--- src/rtl/nn_seq_pkg.sv ---
// Shared types and default sizing for the layer sequencer.
// Defaults describe a 256-pixel input layer and 15-node hidden layers, each with a bias row.
package nn_seq_pkg;

  localparam int DEF_INPUT_CYCLES  = 257;
  localparam int DEF_HIDDEN_CYCLES = 16;
  localparam int DEF_ADR_LEN       = 9;
  localparam int MAX_LAYERS        = 4;

  typedef enum logic [2:0] {
    IDLE,
    CLEAR,
    MAC,
    WRITE,
    DONE
  } seq_state_t;

endpackage

--- src/rtl/seq_counter.sv ---
// Row-address counter for the MAC phase of each layer.
// It flags the row that ends the current layer.
module seq_counter
  import nn_seq_pkg::*;
#(
  parameter int ADR_LEN = DEF_ADR_LEN
) (
  input  logic               clk,
  input  logic               reset,
  input  logic               i_clear,
  input  logic               i_enable,
  input  logic [ADR_LEN-1:0] i_termVal,
  output logic [ADR_LEN-1:0] o_count,
  output logic               o_terminal
);

  logic [ADR_LEN-1:0] r_count;

  // Clear wins over enable, so the terminal row returns the count to zero instead of wrapping.
  always_ff @(posedge clk) begin
    if (reset || i_clear) begin
      r_count <= '0;
    end else if (i_enable) begin
      r_count <= r_count + ADR_LEN'(1);
    end
  end

  assign o_count    = r_count;
  assign o_terminal = (r_count == i_termVal);

endmodule

--- src/rtl/layer_sequencer.sv ---
// Steps an inference through CLEAR/MAC/WRITE for each weight layer.
// Optional macro LAYER_SEQ_STALL_EN: layer-0 MAC rows stall while img_valid is low.
module layer_sequencer
  import nn_seq_pkg::*;
#(
  parameter int NUM_LAYERS    = 3,
  parameter int INPUT_CYCLES  = DEF_INPUT_CYCLES,
  parameter int HIDDEN_CYCLES = DEF_HIDDEN_CYCLES,
  parameter int ADR_LEN       = DEF_ADR_LEN
) (
  input  logic               clk,
  input  logic               reset,
  input  logic               start,
  input  logic               img_valid,
  output logic [ADR_LEN-1:0] cycle,
  output logic               clear,
  output logic               acc_en,
  output logic               we,
  output logic               rd_src1,
  output logic [1:0]         rd_src2,
  output logic               busy,
  output logic               done
);

  localparam logic [1:0]         LAST_LAYER  = 2'(NUM_LAYERS - 1);
  localparam logic [ADR_LEN-1:0] INPUT_TERM  = ADR_LEN'(INPUT_CYCLES - 1);
  localparam logic [ADR_LEN-1:0] HIDDEN_TERM = ADR_LEN'(HIDDEN_CYCLES - 1);

  seq_state_t         r_state;
  seq_state_t         w_stateNext;
  logic [1:0]         r_layer;
  logic [1:0]         w_layerNext;
  logic               w_advance;
  logic               w_terminal;
  logic               w_cntClear;
  logic [ADR_LEN-1:0] w_termVal;
  logic [ADR_LEN-1:0] w_count;

`ifdef LAYER_SEQ_STALL_EN
  assign w_advance = (r_state == MAC) && ((r_layer != 2'd0) || img_valid);
`else
  logic w_unusedImgValid;
  assign w_unusedImgValid = img_valid;
  assign w_advance        = (r_state == MAC);
`endif

  assign w_termVal  = (r_layer == 2'd0) ? INPUT_TERM : HIDDEN_TERM;
  // Holding the counter cleared outside MAC keeps cycle at zero in every other state.
  assign w_cntClear = (r_state != MAC) || (w_advance && w_terminal);

  seq_counter #(
    .ADR_LEN (ADR_LEN)
  ) u_counter (
    .clk        (clk),
    .reset      (reset),
    .i_clear    (w_cntClear),
    .i_enable   (w_advance),
    .i_termVal  (w_termVal),
    .o_count    (w_count),
    .o_terminal (w_terminal)
  );

  always_ff @(posedge clk) begin
    if (reset) begin
      r_state <= IDLE;
      r_layer <= 2'd0;
    end else begin
      r_state <= w_stateNext;
      r_layer <= w_layerNext;
    end
  end

  // The accumulator stays cleared while idle, so clear is high in IDLE as well as in CLEAR.
  always_comb begin
    w_stateNext = r_state;
    w_layerNext = r_layer;
    clear       = 1'b0;
    acc_en      = 1'b0;
    we          = 1'b0;
    busy        = 1'b1;
    done        = 1'b0;
    case (r_state)
      IDLE: begin
        busy        = 1'b0;
        clear       = 1'b1;
        w_layerNext = 2'd0;
        if (start) begin
          w_stateNext = CLEAR;
        end
      end
      CLEAR: begin
        clear       = 1'b1;
        w_stateNext = MAC;
      end
      MAC: begin
        acc_en = w_advance;
        if (w_advance && w_terminal) begin
          w_stateNext = WRITE;
        end
      end
      WRITE: begin
        we = 1'b1;
        if (r_layer == LAST_LAYER) begin
          w_layerNext = 2'd0;
          w_stateNext = DONE;
        end else begin
          w_layerNext = r_layer + 2'd1;
          w_stateNext = CLEAR;
        end
      end
      DONE: begin
        done        = 1'b1;
        w_stateNext = IDLE;
      end
      default: begin
        w_stateNext = IDLE;
      end
    endcase
  end

  assign cycle   = w_count;
  assign rd_src1 = (r_layer != 2'd0);
  assign rd_src2 = r_layer;

endmodule
--- config.mk ---
export PLATFORM = sky130hd
export DESIGN_NAME = layer_sequencer
export DESIGN_NICKNAME = d
export VERILOG_FILES = /design/src/rtl/nn_seq_pkg.sv /design/src/rtl/seq_counter.sv /design/src/rtl/layer_sequencer.sv
export SDC_FILE = /design/constraint.sdc
export NUM_CORES = 1
export LEC_CHECK = 0
export BUFFER_PORTS_ARGS = -buffer_cell sky130_fd_sc_hd__clkbuf_2
export CORE_MARGIN = 5
export CORE_UTILIZATION = 40
export CTS_CLUSTER_SIZE = 16
export DETAILED_ROUTE_END_ITERATION = 12
export PLACE_DENSITY = 0.62
export REMOVE_ABC_BUFFERS = 1
export SETUP_SLACK_MARGIN = 0.15
export SYNTH_ARGS = -nofsm -noshare
export SYNTH_HDL_FRONTEND = slang
export SYNTH_SLANG_ARGS = --single-unit
--- constraint.sdc ---
create_clock -name clk -period 1.5 [get_ports clk]
set_input_delay 0.075 -clock clk [delete_from_list [all_inputs] [get_ports clk]]
set_output_delay 0.075 -clock clk [all_outputs]
set_load 0.1 [all_outputs]
==> flow_summary.ini <==
[outcome]
status = complete, no violations

[sta]
grt_setup_unrepaired = true
period_minus_slack_ns = 1.424
slew_violations = 0
holdWs_ns = 0.07835
setup_tns_ns = 0
fin_ws_ns = 0.07628
hold_violations = 0
worst_pin_slew_ns = 0.5415
slew_headroom = 0.6406
setup_viol = 0
skew_ns = 0.002230
max_freq_mhz = 702.4
fin_crit_sh = 0.9491

[synth]
synth_cell_types = 35
avgSynthCellArea_um2 = 9.186
synth_seq_cells = 14
yosysWarningCount = 0
syn-instance-count = 82
ys_seq_area_frac = 0.3721
syn_area_um2 = 753.2

[drt]
via_count = 697
wl_per_cell_um = 12.55
drt-initial-drc-count = 9
firstDrtPassIters = 4
viasPerCell = 5.088
drc = 0
antenna_left = 0
wl_um = 1720

[hold_path]
hp-start = reset
hold_path.class = primary input to flop

[power]
power_mw = 1.315
power.density_mw_per_mm2 = 1239
irDropWorstVdd_mv = 0.9968
cellLeakagePower_nw = 0.4263

[die]
start_util = 0.4270
die_w_um = 53.40
dieArea_mm2 = 0.002851
die_height_um = 53.40
coreArea_mm2 = 0.001764
rows = 15
boundaryPins = 21

[placed_design]
port-buffer-count = 19
placed_area_um2 = 980.9
dp_slack_ns = 0.04541
post-place-cells = 134
dp_hpwl_um = 1308
gp_congestion = 0.7856

[clocking]
clock_sinks = 14
cts_tree = yes
clk_pin_slew_ns = 0.08
cts_buffers = 3
cts_hold_buffers = 0
worstSkewPairLatency_ns = 0.27
clockBufferDepth = 2
cts_root_buffer = clkbuf_4
h-tree-depth = 1

[finish]
nNetsFinal = 119
final_cell_mix = buf_4 (14), clkbuf_2 (11), nor3_1 (10)
num_antenna_cells = 0
finalNonFillerCells = 137
mostFrequentLayoutCell = buf_4
synthToLayoutAreaGrowth_pct = 40.86
postLayoutCellArea_mm2 = 0.001061
drive_gt1_frac = 0.4554
fin_util = 0.6014

[grt]
grt_overflow_total = 0
grt_usage = 0.1518
grt_max_degree = 11
grt_pass1_wl_um = 3132
grt_antenna_before_repair = 0
first_global_vias = 705

[critical_path]
timing.reg2reg.setup_slack_ns = 0.08
slowest_delay_ns = 0.54
crit_family = simple AND/OR/NAND/NOR gates
crit_fanout = 2
endpoint_kind = flop
timing.rr.start = u_counter.o_count[6]
required_ns = 1.68
crit_chain = or4_4 -> a21o_1 -> a2111oi_4
slowest_stage = or4_4
worstSetupStartpointType = flop
crit_type = flop to flop
crit_buf_inv = 0
worstPathArrival_ns = 1.60
startpoint = u_counter.o_count[6]

[flow_run]
drv_cap = 0
==> metal layers <==
metal,vias up,part of all wire,track usage
met3,4,0.038,0.02817
met5,-,0,0
li1,357,-,-
met1,321,0.46,0.1827
met2,15,0.48,0.2469
met4,0,0.021,0.08936
==> timing repair <==
item / CTS / global route
pin swaps: 2 / 2
hold endpoints to repair: 0 / 0
endpoints found under the setup margin: 12 / 17
gates cloned: 0 / 0
gates resized for setup: 7 / 11
setup buffers: 0 / 0
==> cell families after synthesis <==
group           synth area share
xor+xnor                 0.09303
buf+inv                  0.06310
flops                     0.3721
compound gates           0.08804
simple gates              0.3671
fa+ha+maj                0.01661
==> sequential cells by signal (all words and copies together), names as in the netlist <==
register           flops
r_state                3
rd_src2                2
u_counter.o_count      9
==> area by class of cell <==
cell class,instances,area (µm²)
multi-input combinational,62,462.9
sequential,14,291.5
timing repair buffer,32,249.0
tap,25,31.28
clock buffer,3,22.52
fill,177,703.2
inverter,1,3.754
==> power breakdown <==
part / total (mW) / switching, mW / internal (mW)
registers: 0.454 / 0.0537 / 0.400
logic: 0.658 / 0.454 / 0.204
clock network: 0.203 / 0.111 / 0.0929
total: 1.31 / 0.618 / 0.697
==> final timing paths <==
| check | endpoint | cells past startpoint |
|---|---|---|
| setup / recovery | r_state[0] | 3 |
| hold / removal | r_state[2] | 2 |
| setup reg to reg | r_state[0] | 3 |
| hold reg to reg | u_counter.o_count[0] | 1 |
==> synth_stat cells <==
master            n  area, µm²
buf_6             1      11.26
nor4bb_1          1      10.01
nand4_1           4      25.02
nor3b_1           3      22.52
a21o_1            1      7.510
xor2_1            5      43.79
nor4b_1           1      8.760
and4_2            1      10.01
nand4bb_1         1      11.26
inv_1             1      3.750
nor2b_1           3      18.77
nor3_1           11      55.05
xnor2_1           3      26.28
nor2_1            5      18.77
or4_4             1      11.26
nand4b_1          1      8.760
o21ai_0           4      20.02
and2_1            1      6.260
clkbuf_1          1      3.750
dfxtp_1          14      280.3
ha_1              1      12.51
a21oi_1           3      15.01
clkbuf_8          1      13.76
buf_2             1      5.000
nand2b_1          1      6.260
and3_2            1      7.510
clkdlybuf4s15_1   1      10.01
and3b_1           1      8.760
or3_1             2      12.51
or2b_2            1      8.760
nor3b_2           1      12.51
a2111oi_2         1      15.01
nand2_1           1      3.750
a21oi_2           1      8.760
nand3_1           2      10.01
Power figures use the tool's default switching activity.
